File: src/rtl/mem_bus_arbiter.sv
`default_nettype none
// ============================================================================
//  Module   : mem_bus_arbiter (plus package mem_bus_pkg)
//  Purpose  : Shares the single core-to-memory bus (cbus) between the
//             instruction-fetch port (ibus) and the load/store port (dbus).
//             Only one transaction is outstanding at a time. The winning
//             request is latched onto oreq and held until oresp reports
//             ready & last. The winner then receives a one-cycle response
//             pulse (DONE state).
//  Ports    : clk, rst (asynchronous, active-high)
//             ireq  / iresp : fetch request / response
//             dreq  / dresp : data request / response
//             oreq  / oresp : shared bus request / response
//             busy          : high while not IDLE
//  Params   : STARVE_LIMIT  : number of consecutive dbus grants made while
//                             ibus is pending before ibus is forced (1-15)
//  Options  : ARB_RR_EN     : when defined, ties are resolved round-robin
//                             and the starvation counter is held at 0
//  Revision : 1.0 - initial release
// ============================================================================
package mem_bus_pkg;
    localparam logic [2:0] MSIZE1          = 3'd0;
    localparam logic [2:0] MSIZE2          = 3'd1;
    localparam logic [2:0] MSIZE4          = 3'd2;
    localparam logic [2:0] MSIZE8          = 3'd3;
    localparam logic [7:0] MLEN1           = 8'd0;
    localparam logic [1:0] AXI_BURST_FIXED = 2'b00;

    typedef struct packed {
        logic        valid;
        logic [63:0] addr;
    } ibus_req_t;

    typedef struct packed {
        logic        addr_ok;
        logic        data_ok;
        logic [31:0] data;
    } ibus_resp_t;

    typedef struct packed {
        logic        valid;
        logic [63:0] addr;
        logic [2:0]  size;
        logic [7:0]  strobe;
        logic [63:0] data;
    } dbus_req_t;

    typedef struct packed {
        logic        addr_ok;
        logic        data_ok;
        logic [63:0] data;
    } dbus_resp_t;

    typedef struct packed {
        logic        valid;
        logic        is_write;
        logic [2:0]  size;
        logic [63:0] addr;
        logic [7:0]  strobe;
        logic [63:0] data;
        logic [7:0]  len;
        logic [1:0]  burst;
    } cbus_req_t;

    typedef struct packed {
        logic        ready;
        logic        last;
        logic [63:0] data;
    } cbus_resp_t;
endpackage

module mem_bus_arbiter
    import mem_bus_pkg::*;
#(
    parameter int STARVE_LIMIT = 4
) (
    input  logic       clk,
    input  logic       rst,
    input  ibus_req_t  ireq,
    output ibus_resp_t iresp,
    input  dbus_req_t  dreq,
    output dbus_resp_t dresp,
    output cbus_req_t  oreq,
    input  cbus_resp_t oresp,
    output logic       busy
);

    typedef enum logic [1:0] {
        S_IDLE   = 2'd0,
        S_BUSY_I = 2'd1,
        S_BUSY_D = 2'd2,
        S_DONE   = 2'd3
    } state_t;

    // Owner encoding: none / ibus / dbus
    localparam logic [1:0] c_OWN_NONE = 2'd0;
    localparam logic [1:0] c_OWN_I    = 2'd1;
    localparam logic [1:0] c_OWN_D    = 2'd2;

    state_t      r_state;
    state_t      w_state_nxt;
    cbus_req_t   r_oreq;
    logic [63:0] r_rdata;
    logic [1:0]  r_owner;
    logic        w_pick_d;
    logic        w_grant_i;
    logic        w_grant_d;
    logic        w_complete;

`ifdef ARB_RR_EN
    // Last granted port; starts as ibus so dbus wins the first tie.
    logic r_last_i;

    assign w_pick_d = dreq.valid && (!ireq.valid || r_last_i);

    always_ff @(posedge clk or posedge rst) begin
        if (rst) begin
            r_last_i <= 1'b1;
        end else if (w_grant_i) begin
            r_last_i <= 1'b1;
        end else if (w_grant_d) begin
            r_last_i <= 1'b0;
        end
    end
`else
    localparam logic [3:0] c_STARVE_LIMIT = 4'(STARVE_LIMIT);

    // Consecutive dbus grants made while ibus was waiting.
    logic [3:0] r_starve_cnt;

    assign w_pick_d = dreq.valid && (!ireq.valid || (r_starve_cnt < c_STARVE_LIMIT));

    always_ff @(posedge clk or posedge rst) begin
        if (rst) begin
            r_starve_cnt <= 4'd0;
        end else if (w_grant_i) begin
            r_starve_cnt <= 4'd0;
        end else if (w_grant_d) begin
            if (!ireq.valid) begin
                r_starve_cnt <= 4'd0;
            end else if (r_starve_cnt != 4'hF) begin
                r_starve_cnt <= r_starve_cnt + 4'd1;
            end
        end
    end
`endif

    assign w_complete = oresp.ready && oresp.last;

    // Next-state logic; grants are only evaluated in IDLE.
    always_comb begin
        w_state_nxt = r_state;
        w_grant_i   = 1'b0;
        w_grant_d   = 1'b0;
        case (r_state)
            S_IDLE: begin
                if (w_pick_d) begin
                    w_grant_d   = 1'b1;
                    w_state_nxt = S_BUSY_D;
                end else if (ireq.valid) begin
                    w_grant_i   = 1'b1;
                    w_state_nxt = S_BUSY_I;
                end
            end
            S_BUSY_I, S_BUSY_D: begin
                if (w_complete) begin
                    w_state_nxt = S_DONE;
                end
            end
            S_DONE: begin
                w_state_nxt = S_IDLE;
            end
            default: begin
                w_state_nxt = S_IDLE;
            end
        endcase
    end

    always_ff @(posedge clk or posedge rst) begin
        if (rst) begin
            r_state <= S_IDLE;
        end else begin
            r_state <= w_state_nxt;
        end
    end

    // Latched bus request; held constant for the whole BUSY phase.
    always_ff @(posedge clk or posedge rst) begin
        if (rst) begin
            r_oreq  <= '0;
            r_rdata <= 64'd0;
            r_owner <= c_OWN_NONE;
        end else if (w_grant_i) begin
            r_oreq.valid    <= 1'b1;
            r_oreq.is_write <= 1'b0;
            r_oreq.size     <= MSIZE4;
            r_oreq.addr     <= ireq.addr;
            r_oreq.strobe   <= 8'd0;
            r_oreq.data     <= 64'd0;
            r_oreq.len      <= MLEN1;
            r_oreq.burst    <= AXI_BURST_FIXED;
            r_owner         <= c_OWN_I;
        end else if (w_grant_d) begin
            r_oreq.valid    <= 1'b1;
            r_oreq.is_write <= |dreq.strobe;
            r_oreq.size     <= dreq.size;
            r_oreq.addr     <= dreq.addr;
            r_oreq.strobe   <= dreq.strobe;
            r_oreq.data     <= dreq.data;
            r_oreq.len      <= MLEN1;
            r_oreq.burst    <= AXI_BURST_FIXED;
            r_owner         <= c_OWN_D;
        end else if ((r_state == S_BUSY_I || r_state == S_BUSY_D) && w_complete) begin
            r_oreq.valid <= 1'b0;
            r_rdata      <= oresp.data;
        end else if (r_state == S_DONE) begin
            r_owner <= c_OWN_NONE;
        end
    end

    // Response pulse only in DONE; the latched addr selects the fetch word.
    always_comb begin
        iresp = '0;
        dresp = '0;
        if (r_state == S_DONE) begin
            if (r_owner == c_OWN_I) begin
                iresp.addr_ok = 1'b1;
                iresp.data_ok = 1'b1;
                iresp.data    = r_oreq.addr[2] ? r_rdata[63:32] : r_rdata[31:0];
            end else if (r_owner == c_OWN_D) begin
                dresp.addr_ok = 1'b1;
                dresp.data_ok = 1'b1;
                dresp.data    = r_rdata;
            end
        end
    end

    assign oreq = r_oreq;
    assign busy = (r_state != S_IDLE);

endmodule
`default_nettype wire

File: config.mk
export PLATFORM = sky130hd
export DESIGN_NAME = mem_bus_arbiter
export DESIGN_NICKNAME = d
export VERILOG_FILES = /design/src/rtl/mem_bus_arbiter.sv
export SDC_FILE = /design/constraint.sdc
export NUM_CORES = 1
export LEC_CHECK = 0
export BUFFER_PORTS_ARGS = -buffer_cell sky130_fd_sc_hd__clkbuf_2
export CORE_AREA = 2 2 202 204
export DETAILED_ROUTE_END_ITERATION = 10
export DIE_AREA = 0 0 204 206
export GPL_ROUTABILITY_DRIVEN = 0
export PLACE_DENSITY_LB_ADDON = 0.2
export SYNTH_ARGS = -nofsm -noshare
export SYNTH_HDL_FRONTEND = slang
export SYNTH_SLANG_ARGS = --single-unit
File: constraint.sdc
create_clock -name clk -period 5.5 [get_ports clk]
set_input_delay 0.275 -clock clk [delete_from_list [all_inputs] [get_ports clk]]
set_output_delay 0.275 -clock clk [all_outputs]
set_load 0.05 [all_outputs]
==> results of run 1 <==
## power breakdown
part | internal, mW | switching (mW) | total, mW
clock network | 1.19 | 0.697 | 1.89
logic | 1.48 | 3.44 | 4.93
registers | 2.31 | 0.519 | 2.82
## cells in the final DEF (no fill, tap or decap), types with 2 or more instances in the layout
cell type,instances
a22o_1,78
a41oi_1,14
and2_1,66
o21ai_0,57
a41oi_2,50
conb_1,10
nor4_1,2
dlygate4sd3_1,199
buf_4,11
mux2_2,49
mux2_1,18
inv_1,5
clkbuf_16,27
dfrtp_1,212
clkbuf_2,513
clkinv_2,3
clkbuf_1,4
nor2_1,101
mux2i_1,32
ha_1,2
clkbuf_8,8
a21oi_1,67
nand3_1,2
o21ai_1,8
nand2_1,2
bufinv_16,4
## path summary, 6_finish.rpt
path | to | slack (ns) | depth (start not counted)
setup / recovery | oreq[27] | 2.48 | 7
hold / removal | oreq[88] | 0.02 | 3
setup reg to reg | oreq[27] | 2.48 | 7
hold reg to reg | r_rdata[33] | 0.50 | 1
max in group asynchronous | r_rdata[22] | 3.89 | 4
min in group asynchronous | r_rdata[40] | 0.35 | 3
## kinds of logic (layout without fill, tap and decap cells)
group | Yosys count | count (layout) | share of synthesized area [%]
AOI/OAI and AO/OA | 279 | 279 | 22.7
adders and majority gates | 3 | 3 | 0.367
buffers and inverters | 107 | 777 | 5.71
DFF | 213 | 213 | 52.1
muxes | 99 | 99 | 10.5
other | 1 | 11 | 0.0367
and+or+nand+nor | 181 | 181 | 8.59
## sequential cells by signal (all words and copies together), names as in the netlist
signal,count
r_starve_cnt,4
r_owner,2
r_state,2
oreq,141
r_rdata,64
## critical path, delay by kind of cell (launching register included)
| kind | cells | cell delay [ns] |
|---|---|---|
| AOI/OAI and AO/OA | 1 | 0.24 |
| adders and majority gates | 1 | 0.43 |
| buffers and inverters | 3 | 1.40 |
| DFF | 1 | 0.40 |
| and+or+nand+nor | 2 | 0.40 |
## per-layer routing
layer  vias to the layer above  track usage (%)
li1                       4499                -
met1                      4706             21.3
met2                       436             28.8
met3                        74             4.70
met4                         0             6.68
met5                         -                0
## per-stage QoR
stage               hold slack [ns]  total power, mW
floorplan                     0.397             6.46
global placement              0.365             7.64
detailed placement            0.368             7.69
CTS                          0.0153             9.75
global route                0.00410             10.2
finish                       0.0236             9.64
## repair_timing
| item | 4_1_cts | 5_1_grt |
|---|---|---|
| endpoints found under the hold margin | 219 | 0 |
| hold buffers | 199 | 0 |
| endpoints found under the setup margin | 0 | 0 |
## final cells by class
cell class / instances / area, um^2 / area share, %
tap: 532 / 666 / 4.15
clock buffer: 39 / 801 / 5.00
multi-input combinational: 572 / 4400 / 27.4
sequential: 213 / 5330 / 33.3
clock inverter: 8 / 144 / 0.898
inverter: 6 / 26.3 / 0.164
timing repair buffer: 724 / 4660 / 29.1
antenna: 1 / 2.50 / 0.0156
==> Flow_metrics.wiki, run 1 <==
{| class="wikitable"
! Metric !! Value
|-
| Grt total ovfl || 0
|-
| Crit path max fanout || between 70 and 80
|-
| Antenna violations before repair || 1
|-
| Clock buffer count from CTS || 27
|-
| Worst path most repeated cell || buf_4
|-
| Status || completed
|-
| Placement row count || 74
|-
| Via density || 4.64
|-
| Top-count cell post-synth || dfrtp_1
|-
| Number of enable-type register cells in the synthesized netlist || 0
|-
| Final setup violation count || 0
|-
| Area contributors post-synth || dfrtp_1, a41oi_2, a22o_1, mux2_2, and2_1
|-
| Gate count after technology mapping || 883
|-
| Final standard cell utilization of the core || approximately 40%
|-
| Post-synthesis area per instance || around 12 um^2
|-
| Half-perimeter wire length after detailed placement || approximately 25 mm
|-
| Area after DPL || 13100 um^2
|-
| Vias after detailed routing || 9715
|-
| Non-filler instance count after layout || roughly 2.1k
|-
| Worst slack after detailed placement || between 2 and 2.5 ns
|-
| Worst Hold Launch || dreq[81]
|-
| Final layout net count || about 1.8k
|-
| Maximum ir drop on the vdd rail || around 0.00034 V
|-
| Worst-path clk slew || approximately 0.060 ns
|-
| Global-route wire length before repair || ~57 mm
|-
| Pin count of the biggest net entering global routing || between 100 and 150
|-
| Vias in the first global route || just under 10k
|-
| Number of detailed-route iterations in the first pass || 4
|-
| Worst stage delay on the critical path || about 0.66 ns
|-
| Drt wl/cell || roughly 18 um
|-
| Highest Clock Rate || 331 MHz
|-
| Total of max-cap violations || 0
|-
| Final design area excluding fillers || approximately 16000 um^2
|-
| Die span in y || slightly above 200 um
|-
| Clock Skew || approximately 0.010 ns
|-
| Arr. time, crit path || approximately 3.5 ns
|-
| Aggregate global-route resource usage || 17.3%
|-
| Final-report max-slew violation count || 0
|-
| DRC errors left || 0
|-
| Minimum period implied by the final worst setup slack || ~3.0 ns
|-
| Tightest Hold Check Type || input pin to register
|-
| Crit-path cells || inv_1, ha_4, buf_4, and2_1, and2_2, buf_4, a22o_1
|-
| Number of nets with antenna violations after routing || 0
|-
| DR WL met2 || 18.1 mm
|-
| Post-CTS setup-driven buffer insertion count || 0
|-
| Ranking of synthesized cells by instance count || dfrtp_1, nor2_1, a22o_1, a21oi_1, and2_1
|-
| I/O pins || between 500 and 600
|-
| Number of buffers between clock root and the deepest sink || 3
|-
| Clock sinks || 213
|-
| P_leak || approximately 7.7 nW
|-
| Core outline area || 40200 um^2
|-
| RSZ-0062 raised after global routing || false
|-
| Total length of routed wires || roughly 38 mm
|-
| Startpoint type of the worst setup path || register
|-
| Cell taking the most area after synthesis || dfrtp_1
|-
| Uppermost routed layer || met4
|-
| Syn Std Cell Area || roughly 10000 um^2
|-
| Post-route setup TNS || 0 ns
|-
| Period Utilization, post-route || 55.0%
|-
| #FFs+latches synth || 213
|-
| Capturing element type of the critical path || register
|-
| Final hold violations || 0
|-
| Area growth from synthesis to layout || 56.8%
|-
| Die footprint || between 40000 and 50000 um^2
|-
| Number of violations reported at the end of detailed-routing iteration 0 || 398
|-
| Post-CTS resize count || 0
|-
| Clock network latency to the later pin of the worst-skew pair || 0.53 ns
|-
| Transition at the pin with the smallest max-transition slack || 1.13 ns
|-
| Placed Instances || 1848
|-
| Met3 Routed Length || between 3 and 4 mm
|-
| Setup slack after layout || ~2.5 ns
|-
| Initial core utilization || 25.4%
|-
| Dominant synthesized flop cell || dfrtp_1
|-
| Slowest cell on the critical path || buf_4
|-
| Met1 Wirelength || between 15 and 20 mm
|-
| Count of input and output buffers || 514
|-
| Count of warnings emitted by yosys || 0
|-
| Worst-case headroom to the max-slew limit || about a quarter
|-
| Share of the yosys chip area belonging to registers || between 50% and 60%
|-
| Critical Path Source || r_state[0]
|-
| TritonCTS clock tree || yes
|-
| Data required, critical path || roughly 6 ns
|-
| Number of H-tree branching levels || 1
|-
| Filler cells || 4006
|-
| Root buf cell || clkbuf_16
|-
| Yosys top cell area share || 52.1%
|-
| Distinct cell type count after synthesis || 32
|-
| Areal power density over the cells || approximately 600 nW/um^2
|-
| Classification of the worst setup path || register to register
|-
| Beginning of the worst register-to-register path || r_state[0]
|-
| Share of layout cells above drive strength 1 || 43.4%
|-
| Chip width || approximately 200 um
|-
| Proportion of register bits with asynchronous set or reset after synthesis || between 90% and 100%
|}
(Power assumes the default switching activity.)
==> run 2, diff against run 1 <==
ABC_AREA = 1   (was not set)
CORE_AREA = 2 2 204 206   (was 2 2 202 204)
DIE_AREA = 0 0 206 208   (was 0 0 204 206)
clock period = 3.1 ns   (was 5.5 ns; I/O delays follow)
==> run 2 against run 1 <==
Effect of this change:
- routed wire length increased by 1.4%
- final area is 6.7% higher
- non-clock buffer count up 84
- power up 77%
- critical endpoint is now oreq[109]
- largest power group unchanged
==> Flow_metrics.wiki, run 2 <==
{| class="wikitable"
! Metric !! Value
|-
| Status || completed (unchanged)
|-
| RSZ-0062 raised after global routing || false (unchanged)
|-
| Transition at the pin with the smallest max-transition slack || 1.07 ns (was 1.13 ns)
|-
| Arr. time, crit path || 3.01 ns (was 3.48 ns)
|-
| DRC errors left || 0 (unchanged)
|-
| Number of detailed-route iterations in the first pass || 5 (was 4)
|-
| Beginning of the worst register-to-register path || r_state[0] (unchanged)
|-
| Gate count after technology mapping || 1428 (was 883)
|-
| Initial core utilization || 25.7% (was 25.4%)
|-
| Global-route wire length before repair || 60.3 mm (was 56.7 mm)
|-
| Proportion of register bits with asynchronous set or reset after synthesis || 100% (unchanged)
|-
| Yosys top cell area share || 51.1% (was 52.1%)
|-
| Area contributors post-synth || dfrtp_1, nand2_1, inv_1, nand3_1, o21ai_0 (was dfrtp_1, a41oi_2, a22o_1, mux2_2, and2_1)
|-
| Post-synthesis area per instance || 7.30 um^2 (was 11.6 um^2)
|-
| Die footprint || 42800 um^2 (was 42000 um^2)
|-
| Data required, critical path || 3.57 ns (was 5.96 ns)
|-
| Half-perimeter wire length after detailed placement || 27.0 mm (was 25.3 mm)
|-
| Antenna violations before repair || 5 (was 1)
|-
| Switching component of the power || 8.81 mW (was 4.66 mW)
|-
| Grt total ovfl || 0 (unchanged)
|-
| Tightest Hold Check Type || input pin to register (unchanged)
|-
| Minimum period implied by the final worst setup slack || 2.54 ns (was 3.02 ns)
|-
| Via density || 4.25 (was 4.64)
|-
| Dominant synthesized flop cell || dfrtp_1 (unchanged)
|-
| Number of buffers between clock root and the deepest sink || 3 (unchanged)
|-
| Share of layout cells above drive strength 1 || 26.8% (was 43.4%)
|-
| Chip width || 206 um (was 204 um)
|-
| Aggregate global-route resource usage || 17.5% (was 17.3%)
|-
| Die span in y || 208 um (was 206 um)
|-
| Total length of routed wires || 38.8 mm (was 38.3 mm)
|-
| Hold path depth || 4 (was 3)
|-
| Area growth from synthesis to layout || 64.0% (was 56.8%)
|-
| Count of warnings emitted by yosys || 0 (unchanged)
|-
| Placed Instances || 2413 (was 1848)
|-
| Final hold violations || 0 (unchanged)
|-
| Placement row count || 74 (unchanged)
|-
| Highest Clock Rate || 393 MHz (was 331 MHz)
|-
| Number of H-tree branching levels || 1 (unchanged)
|-
| Worst setup slack for register-to-register paths || 0.56 ns (was 2.48 ns)
|-
| Drt wl/cell || 14.2 um (was 18.3 um)
|-
| Clock sinks || 213 (unchanged)
|-
| Flop pwr share || 28.9% (was 29.3%)
|-
| Cell internal power dissipation || 8.22 mW (was 4.98 mW)
|-
| Vias after detailed routing || 11.6k (was 9715)
|-
| Clock buffer count from CTS || 26 (was 27)
|-
| Cell taking the most area after synthesis || dfrtp_1 (unchanged)
|-
| Share of the yosys chip area belonging to registers || 51.1% (was 52.1%)
|-
| Root buf cell || clkbuf_16 (unchanged)
|-
| I/O pins || 525 (unchanged)
|-
| Clock Skew || 0.00909 ns (was 0.0100 ns)
|-
| TritonCTS clock tree || yes (unchanged)
|-
| Max reg flops || 141 (unchanged)
|-
| Number of violations reported at the end of detailed-routing iteration 0 || 620 (was 398)
|-
| Switch share || 51.7% (was 48.3%)
|-
| Period Utilization, post-route || 82.1% (was 55.0%)
|-
| Ranking of synthesized cells by instance count || nand2_1, inv_1, dfrtp_1, nand3_1, o21ai_0 (was dfrtp_1, nor2_1, a22o_1, a21oi_1, and2_1)
|-
| Hold worst-path end || r_state[0] (was oreq[88])
|-
| Worst Hold Launch || dreq[139] (was dreq[81])
|-
| Final layout net count || 2454 (was 1820)
|-
| Non-filler instance count after layout || 2730 (was 2095)
|-
| #FFs+latches synth || 213 (unchanged)
|-
| Maximum ir drop on the vdd rail || 0.000741 V (was 0.000339 V)
|-
| Vias in the first global route || 11.5k (was 9728)
|-
| Count of input and output buffers || 514 (unchanged)
|-
| P_leak || 9.73 nW (was 7.67 nW)
|-
| Total of max-cap violations || 0 (unchanged)
|-
| Capture point of the worst reg-to-reg path || oreq[109] (was oreq[27])
|-
| Number of nets with antenna violations after routing || 0 (unchanged)
|-
| Clock network latency to the later pin of the worst-skew pair || 0.53 ns (about the same)
|-
| Final setup violation count || 0 (unchanged)
|-
| Combinational Power Share || 53.8% (was 51.1%)
|-
| Classification of the worst setup path || register to register (unchanged)
|-
| Post-CTS resize count || 0 (unchanged)
|-
| Pin count of the biggest net entering global routing || 100 (was 127)
|-
| Most common cell after layout, fill and taps aside || clkbuf_2 (unchanged)
|-
| Top-count cell post-synth || nand2_1 (was dfrtp_1)
|-
| Most used cells in the layout excluding fill and tap cells || clkbuf_2, nand2_1, inv_1, dlygate4sd3_1, dfrtp_1 (was clkbuf_2, dfrtp_1, dlygate4sd3_1, nor2_1, a22o_1)
|-
| Core outline area || 40600 um^2 (was 40200 um^2)
|-
| Worst-path clk slew || 0.06 ns (about the same)
|-
| Capturing element type of the critical path || register (unchanged)
|-
| Distinct cell type count after synthesis || 21 (was 32)
|-
| Final-report max-slew violation count || 0 (unchanged)
|-
| Post-route setup TNS || 0 ns (unchanged)
|-
| Startpoint type of the worst setup path || register (unchanged)
|-
| Worst Reg2Reg Path Length in Cells || 9 (was 7)
|-
| Crit path max fanout || 49 (was 77)
|-
| Power Total || 17.0 mW (was 9.64 mW)
|-
| Syn Std Cell Area || 10400 um^2 (was 10200 um^2)
|-
| Worst-case headroom to the max-slew limit || 28.3% (was 24.8%)
|-
| Portion of total power attributed to the clock network || 17.2% (was 19.6%)
|-
| Number of enable-type register cells in the synthesized netlist || 0 (unchanged)
|-
| Areal power density over the cells || 996 nW/um^2 (was 601 nW/um^2)
|}
## run 2: stage by stage
stage	utilization (%)	hold slack, ns	cell area (um^2)	setup WS (ns)
3_5_place_dp	33.5	0.320	13600	0.828
6_report	42.2	0.0879	17100	0.556
4_1_cts	42.1	0.0577	17100	0.523
3_3_place_gp	33.5	0.320	13600	0.919
2_1_floorplan	-	0.282	10500	0.175
5_1_grt	42.2	0.0924	17100	0.356
## run 2: worst max path at each step
stage,startpoint,endpoint,slack [ns]
floorplan,rst,oreq[100],0.17
finish,r_state[0],oreq[109],0.56
detailed placement,r_state[0],oreq[49],0.83
CTS,r_state[0],oreq[109],0.52
global placement,r_state[0],oreq[149],0.92
global route,r_state[0],oreq[128],0.36
## run 2: repair_timing
| action | CTS | global route |
|---|---|---|
| setup endpoints to repair | 0 | 0 |
| buffers inserted | 0 | 0 |
| hold buffers | 269 | 0 |
| hold endpoints to repair | 229 | 0 |
## run 2: metal layers
layer  global-route usage, %  routed length (um)
met4                    5.69                1280
met5                       0                  38
met2                    30.8               18900
met3                    5.11                3000
met1                    20.3               15600
## run 2: worst max-delay path, stage by stage, from the launching register on
cell	delay [ns]
dfrtp_1	0.39
inv_1	0.07
ha_2	0.18
buf_4	0.33
nand2_2	0.35
buf_12	0.31
nand2_1	0.11
nand3_1	0.07
dlygate4sd3_1	0.60
nand2_1	0.06
## run 2: area by class of cell
cell class	instances	area, um^2
Clock inverter	6	61.3
Clock buffer	40	754
Tap cell	532	666
Multi-Input combinational cell	816	3540
Inverter	313	1180
Antenna cell	2	5.00
Timing Repair Buffer	808	5550
Sequential cell	213	5330
Fill cell	4127	23500
## run 2: power groups by stage
stage               logic, mW  clock network [mW]  registers [mW]
global placement         8.73                   0            4.94
finish                   9.17                2.93            4.93
global route             9.90                3.16            5.10
CTS                      9.26                3.04            4.93
floorplan                3.28                   0            8.00
detailed placement       8.81                   0            4.94
## run 2: cells by family after synthesis
group / synth area share (%)
AO/OA/AOI/OAI: 8.74
adder cells (fa/ha/maj): 0.360
XOR/XNOR: 0.0840
AND/OR/NAND/NOR: 24.1
other: 0.0360
flip-flops: 51.1
buffers and inverters: 15.5
==> run 3, diff against run 2 <==
ABC_AREA = 0   (was 1)
CORE_AREA = 2 2 202 204   (was 2 2 204 206)
DIE_AREA = 0 0 204 206   (was 0 0 206 208)
clock period = 2.2 ns   (was 3.1 ns; I/O delays follow)
==> run 3 against run 2 <==
Effect of this change:
- flip-flop and latch count is the same
- via count shrank 12%
- sequential power grew 41%
- cell count shrank 20%
- hold slack lost 0.025 ns
- final area grew 0.86%
- global-route usage grew 0.73 points
- largest power group unchanged
==> Flow_metrics.wiki, run 3 (synthesis gave the netlist of run 1 again) <==
{| class="wikitable"
! Metric !! Value
|-
| Arr. time, crit path || 2.01 ns (was 3.01 ns)
|-
| Pin count of the biggest net entering global routing || 68 (was 100)
|-
| Chip width || 204 um (was 206 um)
|-
| Die span in y || 206 um (was 208 um)
|-
| Data required, critical path || 2.09 ns (was 3.57 ns)
|-
| Number of buffers between clock root and the deepest sink || 3 (unchanged)
|-
| Antenna violations before repair || 2 (was 5)
|-
| Number of nets with antenna violations after routing || 0 (unchanged)
|-
| Clock buffer count from CTS || 26 (unchanged)
|-
| Transition at the pin with the smallest max-transition slack || 1.01 ns (was 1.07 ns)
|-
| Most common cell after layout, fill and taps aside || clkbuf_2 (unchanged)
|-
| Crit path max fanout || 52 (was 49)
|-
| Maximum ir drop on the vdd rail || 0.000751 V (was 0.000741 V)
|-
| Startpoint type of the worst setup path || register (unchanged)
|-
| Final setup violation count || 0 (unchanged)
|-
| Crit-path cells || ha_1, and3b_2, buf_12, and2_1, clkbuf_4 (was inv_1, ha_2, buf_4, nand2_2, buf_12, nand2_1, nand3_1, dlygate4sd3_1, nand2_1)
|-
| Share of layout cells above drive strength 1 || 42.2% (was 26.8%)
|-
| Clock Skew || 0.00929 ns (was 0.00909 ns)
|-
| DRC errors left || 0 (unchanged)
|-
| Slowest cell on the critical path || dfrtp_1 (was dlygate4sd3_1)
|-
| Final hold violations || 0 (unchanged)
|-
| Initial core utilization || 25.4% (was 25.7%)
|-
| Beginning of the worst register-to-register path || r_state[0] (unchanged)
|-
| Period Utilization, post-route || a little over nine tenths
|-
| Worst-path clk slew || 0.06 ns (about the same)
|-
| Final design area excluding fillers || 17200 um^2 (was 17100 um^2)
|-
| Total of max-cap violations || 0 (unchanged)
|-
| Number of detailed-route iterations in the first pass || 5 (unchanged)
|-
| Worst-case headroom to the max-slew limit || 32.7% (was 28.3%)
|-
| Die footprint || 42000 um^2 (was 42800 um^2)
|-
| TritonCTS clock tree || yes (unchanged)
|-
| Clock network latency to the later pin of the worst-skew pair || 0.54 ns (was 0.53 ns)
|-
| Count of input and output buffers || 514 (unchanged)
|-
| Global-route wire length before repair || 60.3 mm (unchanged)
|-
| Tightest Hold Check Type || input pin to register (unchanged)
|-
| Vias after detailed routing || 10.2k (was 11.6k)
|-
| Drt wl/cell || 18.5 um (was 14.2 um)
|-
| Worst setup slack for register-to-register paths || 0.32 ns (was 0.56 ns)
|-
| Core outline area || 40200 um^2 (was 40600 um^2)
|-
| P_leak || 8.14 nW (was 9.73 nW)
|-
| Grt total ovfl || 0 (unchanged)
|-
| Areal power density over the cells || 1410 nW/um^2 (was 996 nW/um^2)
|-
| Root buf cell || clkbuf_16 (unchanged)
|-
| Aggregate global-route resource usage || 18.3% (was 17.5%)
|-
| Half-perimeter wire length after detailed placement || 26.9 mm (was 27.0 mm)
|-
| Clock sinks || 213 (unchanged)
|-
| Final layout net count || 1912 (was 2454)
|-
| Area growth from synthesis to layout || 68.6% (was 64.0%)
|-
| Number of violations reported at the end of detailed-routing iteration 0 || 398 (was 620)
|-
| I/O pins || 525 (unchanged)
|-
| Worst Hold Launch || oresp[64] (was dreq[139])
|-
| Worst Reg2Reg Path Length in Cells || 6 (was 9)
|-
| Capturing element type of the critical path || output pin (was register)
|-
| Via density || 4.64 (was 4.25)
|-
| Hold worst-path end || r_state[0] (unchanged)
|-
| Final-report max-slew violation count || 0 (unchanged)
|-
| Total length of routed wires || 40.5 mm (was 38.8 mm)
|-
| Status || completed (unchanged)
|-
| Number of H-tree branching levels || 1 (unchanged)
|-
| Vias in the first global route || 10.7k (was 11.5k)
|-
| Minimum period implied by the final worst setup slack || roughly 2.1 ns
|-
| Most used cells in the layout excluding fill and tap cells || clkbuf_2, dlygate4sd3_1, dfrtp_1, nor2_1, a22o_1 (was clkbuf_2, nand2_1, inv_1, dlygate4sd3_1, dfrtp_1)
|-
| Highest Clock Rate || approximately 470 MHz
|-
| Area after DPL || 13600 um^2 (about the same)
|-
| Placement row count || 74 (unchanged)
|-
| Post-route setup TNS || 0 ns (unchanged)
|-
| Max reg flops || 141 (unchanged)
|-
| Classification of the worst setup path || register to output pin (was register to register)
|-
| Capture point of the worst reg-to-reg path || r_rdata[4] (was oreq[109])
|-
| Hold path depth || 4 (unchanged)
|-
| Worst stage delay on the critical path || 0.40 ns (was 0.60 ns)
|}
-- run 3: cell types whose count changed in the layout (fill, tap and decap cells not counted), sizes merged, moves of 78 or more --
| cell | delta |
|---|---|
| nand2 | -406 |
| inv | -307 |
| nand3 | -131 |
| o21ai | -107 |
| a22o | +78 |
-- run 3: final cells by class --
type	count	area, um^2
Multi-Input combinational cell	572	4400
Tap cell	532	666
Antenna cell	2	5.00
Clock inverter	12	144
Fill cell	3861	22900
Timing Repair Buffer	817	5970
Inverter	6	26.3
Sequential cell	213	5330
Clock buffer	33	708
-- run 3: through the flow --
stage          util [%]  hold WS [ns]  setup slack [ns]  power, mW  instances
2_1_floorplan         -         0.232            -0.680       16.1        892
3_3_place_gp       33.8         0.201             0.356       19.5       1870
3_5_place_dp       33.8         0.192             0.317       19.7       1870
4_1_cts            42.6        0.0325         0.0000420       24.5       2185
5_1_grt            42.9        0.0922           -0.0151       25.7       2186
6_report           42.9        0.0631            0.0776       24.4       2187
-- run 3: layer usage --
metal	vias up	track usage [%]	share of wire, %
met4	0	8.95	4.8
met5	-	0	0
met2	506	30.8	48
met1	4848	21.9	39
met3	112	4.30	7.9
li1	4688	-	-
-- run 3: worst max-delay path by stage --
stage,from,endpoint,cells past startpoint
floorplan,rst,oreq[100],1
global placement,r_state[0],r_rdata[56],6
detailed placement,r_state[1],r_rdata[63],6
CTS,r_state[0],dresp[44],5
global route,r_state[1],dresp[28],5
finish,r_state[0],dresp[28],5
-- run 3: where the power goes --
part,internal (mW),switching (mW),leakage [nW]
Clock,2.62,1.73,0.416
Sequential,5.77,1.17,2.55
Combinational,4.16,8.91,5.18
Total,12.6,11.8,8.14
-- run 3: repair_timing --
action                                  in CTS  in global routing
buffers inserted                             1                  0
pin swaps                                    1                  0
hold buffers                               269                  0
resized for setup                            0                 95
endpoints found under the setup margin      52                 50
endpoints found under the hold margin      215                  0
-- run 3: worst max-delay path, delay by kind of cell (launching register included) --
| family | cells | cell delay (ns) |
|---|---|---|
| flops | 1 | 0.40 |
| simple gates | 2 | 0.43 |
| buf+inv | 2 | 0.38 |
| fa+ha+maj | 1 | 0.23 |
